==> src/rtl/maverickone_reg_lock_tracker_pkg.sv <==
// Shared sizing and types for the register lock tracker.
// Register count and in-flight writer limit live here so launcher and tracker agree.
package maverickone_reg_lock_tracker_pkg;

    localparam int NUM_REGS        = 16;
    localparam int NUM_OUTSTANDING = 4;
    localparam int REG_W           = $clog2(NUM_REGS);

    typedef logic [REG_W-1:0] reg_idx_t;

endpackage

==> src/rtl/maverickone_reg_lock_tracker_lock_counter.sv <==
// Up/down outstanding-writer counter; registered count, combinational flags.
// Simultaneous inc and dec cancel; a dec at zero holds the count and raises underflow_o.
module maverickone_reg_lock_tracker_lock_counter
    import maverickone_reg_lock_tracker_pkg::*;
#(
    parameter int W = $clog2(NUM_OUTSTANDING + 1)
) (
    input  logic         clk_i,
    input  logic         arst_i,
    input  logic         clear_i,
    input  logic         inc_i,
    input  logic         dec_i,
    output logic [W-1:0] cnt_o,
    output logic         nz_o,
    output logic         underflow_o
);

    always_ff @(posedge clk_i or posedge arst_i) begin
        if (arst_i) begin
            cnt_o <= '0;
        end else if (clear_i) begin
            cnt_o <= '0;
        end else if (inc_i && !dec_i) begin
            cnt_o <= cnt_o + W'(1);
        end else if (dec_i && !inc_i && nz_o) begin
            cnt_o <= cnt_o - W'(1);
        end
    end

    assign nz_o        = (cnt_o != '0);
    assign underflow_o = dec_i && !inc_i && !nz_o;

endmodule

==> src/rtl/maverickone_reg_lock_tracker.sv <==
// Per-register lock scoreboard between launcher handshake and writeback port.
// Locks visible one cycle after launch; launch_ready_o drops when the global or per-register limit is reached.
module maverickone_reg_lock_tracker
    import maverickone_reg_lock_tracker_pkg::*;
#(
    parameter  int NR  = NUM_REGS,
    parameter  int NOS = NUM_OUTSTANDING,
    localparam int RW  = $clog2(NR),
    localparam int CW  = $clog2(NOS + 1)
) (
    input  logic          clk_i,
    input  logic          arst_i,
    input  logic          clear_i,
    input  logic          launch_valid_i,
    input  logic [RW-1:0] launch_rd_i,
    output logic          launch_ready_o,
    input  logic          wb_valid_i,
    input  logic [RW-1:0] wb_rd_i,
    output logic          wb_ready_o,
    output logic [NR-1:0] locks_o,
    output logic [CW-1:0] outstanding_o,
    output logic          error_o
);

    logic [CW-1:0] cnt [NR];
    logic [NR-1:0] nz;
    logic [NR-1:0] uflow;
    logic [NR-1:0] inc_vec;
    logic [NR-1:0] dec_vec;
    logic          launch_hit;
    logic          wb_hit;
    logic          paired;
    logic          tot_dec;
    logic          tot_nz;
    logic          tot_uflow;

    assign launch_ready_o = (outstanding_o != CW'(NOS)) && (cnt[launch_rd_i] != CW'(NOS));
    assign launch_hit     = launch_valid_i && launch_ready_o && (launch_rd_i != '0);
    assign wb_hit         = wb_valid_i && (wb_rd_i != '0);
    assign paired         = launch_hit && wb_hit && (launch_rd_i == wb_rd_i);
    assign wb_ready_o     = 1'b1;

    // Register 0 is hardwired zero and never tracked.
    assign cnt[0]     = '0;
    assign nz[0]      = 1'b0;
    assign uflow[0]   = 1'b0;
    assign inc_vec[0] = 1'b0;
    assign dec_vec[0] = 1'b0;

    for (genvar r = 1; r < NR; r++) begin : g_reg
        assign inc_vec[r] = launch_hit && (launch_rd_i == RW'(r));
        assign dec_vec[r] = wb_hit && (wb_rd_i == RW'(r));

        maverickone_reg_lock_tracker_lock_counter #(.W(CW)) u_cnt (
            .clk_i       (clk_i),
            .arst_i      (arst_i),
            .clear_i     (clear_i),
            .inc_i       (inc_vec[r]),
            .dec_i       (dec_vec[r]),
            .cnt_o       (cnt[r]),
            .nz_o        (nz[r]),
            .underflow_o (uflow[r])
        );
    end

    // A same-register launch/writeback pair cancels, so the total decrements
    // whenever the writeback retires a real writer or is absorbed by that pair.
    assign tot_dec = wb_hit && (nz[wb_rd_i] || paired);

    maverickone_reg_lock_tracker_lock_counter #(.W(CW)) u_tot (
        .clk_i       (clk_i),
        .arst_i      (arst_i),
        .clear_i     (clear_i),
        .inc_i       (launch_hit),
        .dec_i       (tot_dec),
        .cnt_o       (outstanding_o),
        .nz_o        (tot_nz),
        .underflow_o (tot_uflow)
    );

    always_ff @(posedge clk_i or posedge arst_i) begin
        if (arst_i) begin
            error_o <= 1'b0;
        end else if (clear_i) begin
            error_o <= 1'b0;
        end else if (|uflow) begin
            error_o <= 1'b1;
        end
    end

    assign locks_o = nz;

    logic unused_ok;
    assign unused_ok = ^{tot_nz, tot_uflow};

endmodule

==> config.mk <==
export PLATFORM = sky130hd
export DESIGN_NAME = maverickone_reg_lock_tracker
export DESIGN_NICKNAME = d
export VERILOG_FILES = /design/src/rtl/maverickone_reg_lock_tracker_pkg.sv /design/src/rtl/maverickone_reg_lock_tracker_lock_counter.sv /design/src/rtl/maverickone_reg_lock_tracker.sv
export SDC_FILE = /design/constraint.sdc
export NUM_CORES = 1
export LEC_CHECK = 0
export CORE_ASPECT_RATIO = 0.8
export CORE_MARGIN = 10
export CORE_UTILIZATION = 25
export CTS_CLUSTER_SIZE = 25
export DETAILED_ROUTE_END_ITERATION = 10
export GPL_TIMING_DRIVEN = 0
export HOLD_SLACK_MARGIN = 0.02
export SLEW_MARGIN = 20
export SYNTH_ARGS = -nofsm -noshare
export SYNTH_HDL_FRONTEND = slang
export SYNTH_SLANG_ARGS = --single-unit
==> constraint.sdc <==
create_clock -name clk_i -period 2.9 [get_ports clk_i]
set_input_delay 0.58 -clock clk_i [delete_from_list [all_inputs] [get_ports clk_i]]
set_output_delay 0.58 -clock clk_i [all_outputs]
set_load 0.02 [all_outputs]
==> results of run 1 <==
-- registers in the layout, indices dropped and copies added (netlist names) --
| signal | count |
|---|---|
| error_o | 1 |
| u_tot.cnt_o | 3 |
| g.u_cnt.cnt_o | 45 |
-- cells in the mapped netlist (all sizes together) (3+ instances only) --
| master | instances |
|---|---|
| a211oi | 16 |
| a21o | 3 |
| a21oi | 13 |
| a2bb2oi | 4 |
| a311oi | 5 |
| a31oi | 6 |
| and2 | 6 |
| and3 | 6 |
| and3b | 3 |
| and4 | 3 |
| buf | 25 |
| clkbuf | 16 |
| dfrtp | 49 |
| fa | 16 |
| inv | 54 |
| mux2 | 6 |
| mux2i | 13 |
| mux4 | 3 |
| nand2 | 34 |
| nand2b | 8 |
| nand3 | 13 |
| nand3b | 3 |
| nand4 | 3 |
| nor2 | 69 |
| nor2b | 14 |
| nor3 | 25 |
| nor3b | 8 |
| nor4 | 5 |
| o2111ai | 3 |
| o211ai | 3 |
| o21ai | 17 |
| o22ai | 4 |
| o31a | 3 |
| o31ai | 5 |
| or3 | 9 |
| xnor2 | 19 |
| xor2 | 7 |
-- report_power, final --
group          internal [mW]  switching [mW]  total (mW)
clock network          0.494           0.285       0.779
registers              0.704          0.0299       0.734
logic                  0.232           0.332       0.564
total                   1.43           0.647        2.08
-- stage by stage --
step                util, %  cell area [µm²]  instances  worst slack [ns]
floorplan                 -             4400        524           -0.0378
global placement       28.6             4930        774            -0.767
detailed placement     28.8             4960        775            -0.774
CTS                    30.9             5320        790           -0.0201
global route           32.6             5600        798           -0.0265
finish                 32.6             5600        798            0.0233
-- layer usage --
metal	track usage (%)	share of wire [%]
met1	16.8	47
met2	15.9	43
met3	2.52	8.5
met4	2.33	0.89
met5	0	0
-- layout make-up --
cell class | count | area (µm²) | share of cell area (%)
buffer | 41 | 295 | 5.27
clock inverter | 3 | 65.1 | 1.16
timing repair buffer | 41 | 395 | 7.06
inverter | 54 | 205 | 3.66
sequential | 49 | 1230 | 21.9
tap | 225 | 282 | 5.02
multi-input combinational | 380 | 3010 | 53.7
clock buffer | 5 | 125 | 2.23
-- logic make-up (layout without fill, tap and decap cells) --
logic type,count (synthesis),after routing
AO/OA/AOI/OAI,100,100
XOR/XNOR,26,26
adder cells (fa/ha/maj),16,16
buffers and inverters,95,144
flip-flops,49,49
multiplexers,22,22
other,2,2
AND/OR/NAND/NOR,214,214
-- how the worst max path moves through the flow --
| stage | startpoint | endpoint | depth (start not counted) |
|---|---|---|---|
| 2_1_floorplan | launch_rd_i[1] | g_reg[1].u_cnt.cnt_o[2] | 11 |
| 3_3_place_gp | wb_rd_i[1] | u_tot.cnt_o[1] | 10 |
| 3_5_place_dp | wb_rd_i[1] | u_tot.cnt_o[1] | 10 |
| 4_1_cts | g_reg[11].u_cnt.cnt_o[1] | u_tot.cnt_o[2] | 12 |
| 5_1_grt | launch_rd_i[3] | g_reg[11].u_cnt.cnt_o[1] | 12 |
| 6_report | g_reg[11].u_cnt.cnt_o[1] | g_reg[1].u_cnt.cnt_o[2] | 9 |
-- critical path: stages, from the launching register on --
cell and delay, ns:
dfrtp_1 0.43, nand2b_4 0.16, mux4_2 0.52, o2bb2ai_4 0.21
a21oi_4 0.15, o211ai_4 0.30, nor2_2 0.08, fa_2 0.35
o31a_1 0.26, mux2_4 0.29
-- timing repair --
action,in CTS,in global routing
buffers inserted,7,8
resized for setup,35,57
gates cloned,0,0
hold buffers,0,0
pin swaps,7,22
endpoints found under the setup margin,21,23
==> reports/metrics.yaml, run 1 <==
min_path:
  worstHoldPathCells: 1
  hp-start: "g_reg[3].u_cnt.cnt_o[2]"
  holdPathEnd: "g_reg[3].u_cnt.cnt_o[2]"
  hold_path_class: "reg -> reg"
clock_network:
  path_clk_slew_ns: 0.07
  cts_max_level: 2
  root_buffer: "clkbuf_16"
  clock_path_buffers: 2
  cts_sinks: 49
  cts_buffers: 5
  cts_tree: "done"
  clk_latency_ns: 0.30
synthesis:
  yosysTopAreaCellShare_pct: 28.1
  synth_top_family_by_area: "simple AND/OR/NAND/NOR gates"
  synth_simple_gate_area_share_pct: 25.5
  synthXorXnorAreaFrac_pct: 5.22
  ys_warn_count: 0
  syn_avg_cell_area_um2: 8.33
  async_reset_ff_share_pct: 100
  synth.area.top_cells: "dfrtp_1 (28%), fa_1 (7.3%), nor2_1 (5.8%), inv_1 (4.6%), xnor2_1 (3.8%)"
  synth_compound_area_share_pct: 17.4
  syn_nets: 553
  ys_types: 69
  yosysSeqAreaShare_pct: 28.1
  yosysTopAreaCell: "dfrtp_1"
  synth_mux_area_share_pct: 6.08
  syn_inst: 524
  netlist_area_um2: 4360
  synthFlopType: "dfrtp_1"
  synthAdderAreaFrac_pct: 7.34
  synth_seq_cells: 49
  synth_edf_count: 0
global_route:
  first_global_vias: 3791
  grt_pass1_wl_um: 21300
  antenna_found_initial: 0
  grt_max_degree: 30
  grt_usage_pct: 11.3
  overflow: 0
sta:
  fin_crit_sh_pct: 99.2
  min_period_ns: 2.88
  drv_slew: 0
  rsz0062_at_grt: "yes"
  tightest_slew_ns: 0.796
  hold_viol: 0
  holdWs_ns: 0.516
  fin_skew_ns: 0.0107
  tns_ns: 0
  fmax_mhz: 348
  timing.max_slew.rel_slack_pct: 46.9
  setup_viol: 0
placed_design:
  gp_congestion: 0.956
  portBuffers: 25
  dp_hpwl_um: 10400
die:
  die_x_um: 168
  die_h_um: 138
  io_pins: 35
  start_util_pct: 25.3
  dieArea_um2: 23200
  rows: 43
  core_area_um2: 17200
pwr:
  ir_drop_mv: 0.216
  power.total_mw: 2.08
  p_leak_nw: 2.32
  p_per_area_nw_per_um2: 370
drt:
  post_drt_wl_per_cell_um: 17.4
  vias_per_cell: 5.07
  initialDrtViolationCount: 354
  drt-total-wl_um: 13900
  firstDrtPassIters: 5
  drcViolationCount: 0
  ant_nets: 0
  vias: 4047
setup_path:
  rrSetupSlack_ns: 0.02
  r2r-end: "g_reg[1].u_cnt.cnt_o[2]"
  crit_fanout: 6
  path_class: "reg -> reg"
  reg2reg_depth: 9
  cp.required_ns: 3.09
  start_kind: "register"
  worstSetupEndpointType: "register"
  cp.arrival_ns: 3.07
  r2r-start: "g_reg[11].u_cnt.cnt_o[1]"
cells_and_area:
  area_delta_synth_final_pct: 28.4
  fill_cells: 1799
  fin_nets: 601
  final_cell_mix: "nor2_1 (63), inv_1 (51), dfrtp_1 (48)"
  drive_gt1_share_pct: 22.7
  antenna_cells: 0
  final_common_cell: "nor2_1"
run:
  maxCapViolations: 0
status:
  outcome: "finished clean"
Power figures use the tool's default switching activity.
==> inputs of run 2 (changes only) <==
- RECOVER_POWER: unset -> 100
- SKIP_CTS_REPAIR_TIMING: unset -> 1
==> run 2 against run 1 <==
  * The run now ends with negative setup slack left
  * Clock-buffer cell count did not move
  * Routed wire length shrank 0.65%
  * Combinational power shrank 4.1%
  * Clock skew decreased by 0.0033 ns
  * Sequential power is essentially flat
  * Power is 1.4% lower
  * Clock power is 0.5% lower
  * Die area did not move
  * First-iteration DRC count decreased by 18%
  * Cell area down 0.27%
  * Largest power group unchanged
==> reports/metrics.yaml, run 2 (same netlist as run 1, synthesis figures left out) <==
pwr:
  p_sw_uw: 630
  swShare_pct: 30.8
  clkPwrFrac_pct: 37.9
  power.total_mw: 2.05
  combPwrFrac_pct: 26.4
  p_leak_nw: 2.36
  sequentialPowerShare_pct: 35.7
  p_int_mw: 1.42
  ir_drop_mv: 0.216
  p_per_area_nw_per_um2: 366
cells_and_area:
  final_common_cell: "nor2_1"
  largest_reg_flops: 45
  area_delta_synth_final_pct: 28.1
  reg_top3: "g.u_cnt.cnt_o: 45 flops, u_tot.cnt_o: 3 flops, error_o: 1 flops"
  fin_nets: 609
  final_cell_mix: "nor2_1 (63), inv_1 (52), dfrtp_1 (49)"
  regMostFlops: "g.u_cnt.cnt_o"
  final_cells: 806
  postLayoutCellArea_um2: 5590
  final_util_pct: 32.5
  drive_gt1_share_pct: 22.0
  fill_cells: 1805
  antenna_cells: 0
drt:
  post_drt_wl_per_cell_um: 17.1
  firstDrtPassIters: 5
  drcViolationCount: 0
  vias: 4060
  vias_per_cell: 5.04
  initialDrtViolationCount: 289
  ant_nets: 0
  drt-total-wl_um: 13800
status:
  failed_checks: "negative setup slack"
  outcome: "finished with violations"
setup_path:
  cp.required_ns: 3.10
  crit_fanout: 8
  cp.arrival_ns: 3.12
  start_kind: "input port"
  worstSetupEndpointType: "register"
  path_class: "in -> reg"
die:
  core_area_um2: 17200
  die_x_um: 168
  rows: 43
  dieArea_um2: 23200
  start_util_pct: 25.3
  io_pins: 35
  die_h_um: 138
global_route:
  overflow: 0
  first_global_vias: 3719
  grt_max_degree: 30
  grt_pass1_wl_um: 21000
  antenna_found_initial: 0
  grt_usage_pct: 11.1
clock_network:
  cts_buffers: 5
  clk_latency_ns: 0.30
  cts_max_level: 2
  path_clk_slew_ns: 0.07
  cts_tree: "done"
  cts_sinks: 49
  clock_path_buffers: 2
  root_buffer: "clkbuf_16"
placed_design:
  place_area_um2: 4960
  dp_hpwl_um: 10400
  portBuffers: 25
  place_inst: 775
  place_ws_ns: -0.774
  gp_congestion: 0.956
sta:
  holdWs_ns: 0.505
  timing.max_slew.rel_slack_pct: 22.3
  hold_viol: 0
  timing.final.ws_setup_ns: -0.0188
  tns_ns: -0.0276
  rsz0062_at_grt: "yes"
  tightest_slew_ns: 1.16
  min_period_ns: 2.92
  fin_crit_sh_pct: 101
  fin_skew_ns: 0.00742
  drv_slew: 0
  fmax_mhz: 343
  setup_viol: 3
run:
  maxCapViolations: 0
min_path:
  hold_path_class: "reg -> reg"
-- run 2: cell types whose count changed in the layout (fill, tap and decap cells not counted), sizes merged --
cell           change
clkdlybuf4s50      -4
clkbuf             +2
dlygate4sd3        +5
dlygate4sd2        -1
buf                +6
-- run 2: worst max-delay path, stage by stage --
cell	delay, ns
clkdlybuf4s50_1	0.53
inv_1	0.10
nor2_2	0.38
a221oi_2	0.13
nor3b_1	0.27
a211oi_2	0.09
nor3_2	0.17
buf_4	0.16
fa_1	0.41
a221oi_1	0.28
-- run 2: per-layer routing --
metal | vias up | track usage (%) | routed length (µm) | part of all wire [%]
li1 | 1920 | - | - | -
met2 | 152 | 15.7 | 5980 | 43
met1 | 1973 | 16.7 | 6500 | 47
met5 | - | 0 | 0 | 0
met3 | 15 | 2.49 | 1180 | 8.5
met4 | 0 | 2.01 | 146 | 1.1
-- run 2: cell type report --
type                    count  area [µm²]  area share, %
multi-input cells         380        2940           52.7
flip-flops and latches     49        1230           21.9
repair buffers             49         428           7.66
plain buffers              41         313           5.60
well taps                 225         282           5.04
inverters                  54         208           3.72
clock buffers               5         125           2.24
clock inverters             3        65.1           1.16
-- run 2: worst paths after layout --
check                                          from                        to  slack, ns  cells past startpoint
max                                      wb_rd_i[1]            u_tot.cnt_o[1]      -0.02                     10
min                         g_reg[3].u_cnt.cnt_o[2]   g_reg[3].u_cnt.cnt_o[2]       0.51                      1
max reg2reg                g_reg[15].u_cnt.cnt_o[2]                   error_o      -0.01                      9
min reg2reg                 g_reg[3].u_cnt.cnt_o[2]   g_reg[3].u_cnt.cnt_o[2]       0.51                      1
max in group asynchronous                    arst_i  g_reg[12].u_cnt.cnt_o[2]       0.72                      3
min in group asynchronous                    arst_i   g_reg[9].u_cnt.cnt_o[1]       1.01                      2
-- run 2: power groups by stage --
| stage | Clock (mW) | Sequential, mW | Combinational, mW |
|---|---|---|---|
| after global routing | 0.808 | 0.735 | 0.584 |
| after CTS | 0.784 | 0.729 | 0.480 |
| after detailed placement | 0 | 0.742 | 0.478 |
| after global placement | 0 | 0.743 | 0.467 |
| final | 0.775 | 0.731 | 0.541 |
| after floorplan | 0 | 0.748 | 0.311 |
==> RTL edit 1: new RTL, settings of run 2 <==
Set the package constant `NUM_OUTSTANDING` to 2 (it was 4).
--- a/src/rtl/maverickone_reg_lock_tracker_pkg.sv
+++ b/src/rtl/maverickone_reg_lock_tracker_pkg.sv
@@ -3,7 +3,7 @@
 package maverickone_reg_lock_tracker_pkg;
 
     localparam int NUM_REGS        = 16;
-    localparam int NUM_OUTSTANDING = 4;
+    localparam int NUM_OUTSTANDING = 2;
     localparam int REG_W           = $clog2(NUM_REGS);
 
     typedef logic [REG_W-1:0] reg_idx_t;
Interface: changed (resized outstanding_o); port bits go from 35 to 34. No check against the original RTL was run, so the function may have changed too.
==> RTL edit 1 against run 2 <==
- routed wire length decreased by 22%
- area after synthesis decreased by 27%
- design area decreased by 30%
- clock skew decreased by 0.0037 ns
- combinational power decreased by 43%
- setup slack improved by 0.043 ns
- sequential cell count decreased by 16
- fmax increased by 1.5%
- clock power decreased by 33%
- power decreased by 36%
- via count decreased by 20%
==> RTL edit 1: results (changes against run 2) <==
[placed_design]
io_buffers=28  ; was 25
place_ws_ns=-1.091  ; was -0.7738 ns
post-place-cells=590  ; was 775
dpl_cell_area_sq_um=3695  ; was 4956 sq um
detailed_place_hpwl_mm=8.198  ; was 10.38 mm
gp_congestion=0.9552  ; was 0.9563

[worst_setup_path]
critPathMaxFanout=6  ; was 8
rr_startpoint=g_reg[3].u_cnt.cnt_o[1]$_DFFE_PP0P_  ; was g_reg[15].u_cnt.cnt_o[2]$_DFFE_PP0P_
critPathSlowestCell=mux4_2  ; was clkdlybuf4s50_1
r2r.worst_path.cells=8  ; was 9
cp.arrival_ns=2.30  ; was 3.12 ns
critPathMaxStageDelay_ns=0.51  ; was 0.53 ns
r2r_slack_ns=0.13  ; was -0.01 ns

[cells_and_area]
nNetsFinal=445  ; was 609
fillCellCount=1334  ; was 1805
largestRegisters=g.u_cnt.cnt_o (30), u_tot.cnt_o (2), error_o (1)  ; was g.u_cnt.cnt_o (45), u_tot.cnt_o (3), error_o (1)
layout-drive-gt1-share_pct=19.63  ; was 22.03%

[sta]
fin_worst_skew_ns=0.003713  ; was 0.007420 ns
fin_crit_sh_pct=99.17  ; was 100.6%
worst_hold_slack_ns=0.5836  ; was 0.5053 ns
slew_headroom_pct=9.658  ; was 22.30%

[pwr]
ir_drop_uv=196.4  ; was 215.6 uV
leakagePower_nw=1.642  ; was 2.357 nW
p_int_uw=913.6  ; was 1.416 mW

[global_routing]
grt_pass1_vias=2976  ; was 3719
grt_max_degree=34  ; was 30
grt_pass1_wl_mm=16.74  ; was 21.03 mm
grtUsageTotal_pct=11.82  ; was 11.13%

[synth]
ys_types=71  ; was 69
synthXorXnorAreaFrac_pct=1.095  ; was 5.218%
synth_compound_area_share_pct=26.00  ; was 17.37%
yosys.area_share.adder_pct=0  ; was 7.339%
synth_common_cells=nand2_1 (37), dfrtp_1 (33), a21oi_1 (28)  ; was nor2_1 (68), inv_1 (54), dfrtp_1 (49)
yosysSeqAreaShare_pct=25.80  ; was 28.10%
synth_area_per_cell_sq_um=8.186  ; was 8.329 sq um
synth_fp_nets=404  ; was 553
synth_mux_area_share_pct=9.070  ; was 6.078%
synth.area.top_cells=dfrtp_1 (26%), buf_4 (4.7%), a21oi_1 (4.4%)  ; was dfrtp_1 (28%), fa_1 (7.3%), nor2_1 (5.8%)

[routing]
drt_iter0_drc=279  ; was 289
drt-wirelength-per-cell_microns=17.80  ; was 17.12 microns
finalWirelength_mm=10.75  ; was 13.80 mm
num_vias=3262  ; was 4060

[min_path]
hold-path-endpoint=g_reg[1].u_cnt.cnt_o[0]$_DFFE_PP0P_  ; was g_reg[3].u_cnt.cnt_o[2]$_DFFE_PP0P_
hp-start=g_reg[1].u_cnt.cnt_o[0]$_DFFE_PP0P_  ; was g_reg[3].u_cnt.cnt_o[2]$_DFFE_PP0P_

[clocking]
path_clk_slew_ns=0.05  ; was 0.07 ns
ctsHtreeMaxLevel=2  ; unchanged

[run_status]
status=finished clean  ; was finished with violations

## RTL edit 1: worst max-delay path by stage
stage	startpoint	endpoint	cells past startpoint
finish	launch_rd_i[1]	launch_ready_o	9
global route	launch_rd_i[1]	launch_ready_o	9
CTS	launch_rd_i[1]	launch_ready_o	9
detailed placement	launch_rd_i[1]	launch_ready_o	9
global placement	launch_rd_i[1]	launch_ready_o	9
floorplan	launch_rd_i[1]	error_o$_DFFE_PP0P_	7
## RTL edit 1: routing by layer
metal	up-vias	wire (microns)	share of wire, %	track usage, %
met2	124	4614	43	17.34
met1	1594	5166	48	16.71
met4	0	121	1.1	2.622
met5	-	0	0	0
li1	1533	-	-	-
met3	11	850	7.9	3.317
## RTL edit 1: logic make-up after synthesis
logic type	count (synthesis)
xor+xnor	4
other cells	2
compound gates	112
simple gates	158
mux	23
buf+inv	59
flops	33
## RTL edit 1: layout make-up
cell class	count	area, sq um	share of cell area (%)
buffer	35	275.3	7.006
clock buffer	8	136.4	3.471
inverter	24	90.09	2.293
multi-input combinational	299	2064	52.55
sequential	33	825.8	21.02
tap	171	214.0	5.446
timing repair buffer	34	322.8	8.217
## RTL edit 1: power groups by stage
stage               logic [mW]  registers [mW]  clock network [mW]
CTS                      0.289           0.481               0.531
detailed placement       0.288           0.489                   0
global route             0.332           0.483               0.546
global placement         0.286           0.489                   0
floorplan                0.186           0.491                   0
finish                   0.308           0.482               0.519
## RTL edit 1: worst max-delay path: cells and delay by family
kind                   cells  cell delay, ns
muxes                      2            0.65
buffers and inverters      5            0.77
and+or+nand+nor            2            0.28
==> RTL edit 2: new RTL, flow settings as in run 2 <==
Without the edit above. Make the reset (`arst_i`) synchronous in 2 clocked blocks.
--- a/src/rtl/maverickone_reg_lock_tracker_lock_counter.sv
+++ b/src/rtl/maverickone_reg_lock_tracker_lock_counter.sv
@@ -15,7 +15,7 @@
     output logic         underflow_o
 );
 
-    always_ff @(posedge clk_i or posedge arst_i) begin
+    always_ff @(posedge clk_i) begin
         if (arst_i) begin
             cnt_o <= '0;
         end else if (clear_i) begin
--- a/src/rtl/maverickone_reg_lock_tracker.sv
+++ b/src/rtl/maverickone_reg_lock_tracker.sv
@@ -78,7 +78,7 @@
         .underflow_o (tot_uflow)
     );
 
-    always_ff @(posedge clk_i or posedge arst_i) begin
+    always_ff @(posedge clk_i) begin
         if (arst_i) begin
             error_o <= 1'b0;
         end else if (clear_i) begin
Function: differs if arst_i is asserted again (counterexample within 4 cycles, from zero or initial values and one cycle with arst_i high); with arst_i held inactive, the same outputs for 4 cycles.
==> RTL edit 2 against run 2 <==
- the flow finishes with violations (DRC, setup timing)
- power is 11% lower
- design area rose by 1.5%
- area after synthesis shrank 4.7%
- worst hold slack got worse by 0.0073 ns
- sequential cell count unchanged
- utilization rose by 2.0 points
- setup slack got worse by 0.17 ns
- routed wire length is 6.8% higher
- critical path type unchanged
- critical endpoint is now g_reg[14].u_cnt.cnt_o[2]$_SDFFE_PP0P_
- largest cell class unchanged
==> RTL edit 2: results (changes against run 2) <==
[sta]
final.setup.tns_ns=-1.481  ; was -0.02765 ns
fin_worst_skew_ns=0.008220  ; was 0.007420 ns
finalSetupViolCount=14  ; was 3
finalWorstSetupSlack_ns=-0.1849  ; was -0.01878 ns

[placed_design]
gp_congestion=0.9762  ; was 0.9563
place_ws_ns=-1.298  ; was -0.7738 ns
detailed_place_hpwl_mm=10.40  ; was 10.38 mm

[synth]
synth_common_cells=dfxtp_1 (49), nor3_1 (44), nor2_1 (33)  ; was nor2_1 (68), inv_1 (54), dfrtp_1 (49)
async_flop_share_pct=0  ; was 100.0%
syn-instance-count=512  ; was 524
yosysSeqAreaShare_pct=23.59  ; was 28.10%
ys_types=68  ; was 69

[worst_setup_path]
critPathMaxFanout=4  ; was 8
r2r.worst_path.cells=10  ; was 9
r2r_slack_ns=-0.16  ; was -0.01 ns
r2r-end=u_tot.cnt_o[2]$_SDFFE_PP0P_  ; was error_o$_DFFE_PP0P_

[run_status]
violations=DRC, setup timing  ; was setup timing
status=finished with violations  ; unchanged

[global_routing]
grtUsageTotal_pct=12.10  ; was 11.13%

[min_path]
hold-path-endpoint=g_reg[11].u_cnt.cnt_o[2]$_SDFFE_PP0P_  ; was g_reg[3].u_cnt.cnt_o[2]$_DFFE_PP0P_

[pwr]
ir_drop_uv=176.2  ; was 215.6 uV
leakagePower_nw=2.012  ; was 2.357 nW

[routing]
drc=1  ; was 0
drt-wirelength-per-cell_microns=18.35  ; was 17.12 microns
drt_iter0_drc=389  ; was 289
dr.pass1.iters=9  ; was 5

-- RTL edit 2: area by class of cell --
cell class              count  area (sq um)
fillers                  1662         10780
multi-input cells         394          3179
flip-flops and latches     49         985.9
repair buffers             63         588.1
plain buffers              45         319.1
well taps                 220         275.3
clock buffers               5         125.1
inverters                  23         117.6
clock inverters             3         65.06
repair inverters            1         16.27
-- RTL edit 2: logic make-up (layout without fill, tap and decap cells) --
group,Yosys count,after routing,synth area share (%)
fa+ha+maj,16,16,7.704
simple gates,218,218,29.01
xor+xnor,9,9,1.896
other cells,2,2,0.1806
buf+inv,69,140,8.606
mux,32,32,9.359
flops,49,49,23.59
compound gates,117,117,19.65
-- RTL edit 2: layer usage --
layer	track usage [%]	up-vias	wire length, microns
li1	-	2007	-
met1	17.70	2061	6717
met2	17.10	216	6227
met3	3.645	24	1550
met4	2.081	0	241
met5	0	-	0
-- RTL edit 2: where the power goes --
part	switching (mW)	internal, mW
registers	0.00944	0.678
logic	0.219	0.153
clock network	0.277	0.493
-- RTL edit 2: worst max path at each step --
stage                     depth (start not counted)  slack (ns)                                    end            from
after floorplan                                  12       -0.08            u_tot.cnt_o[2]$_SDFFE_PP0P_  launch_rd_i[1]
after global placement                            9       -1.34                         launch_ready_o  launch_rd_i[3]
after detailed placement                          9       -1.30                         launch_ready_o  launch_rd_i[3]
after CTS                                         9       -1.31                         launch_ready_o  launch_rd_i[3]
after global routing                             12       -0.26  g_reg[14].u_cnt.cnt_o[2]$_SDFFE_PP0P_  launch_rd_i[1]
final                                            12       -0.18  g_reg[14].u_cnt.cnt_o[2]$_SDFFE_PP0P_  launch_rd_i[1]
-- RTL edit 2: worst max-delay path: cells and delay by family --
family          cells  cell delay (ns)
compound gates      3             0.69
fa+ha+maj           1             0.36
buf+inv             4             0.44
mux                 3             0.96
simple gates        1             0.27
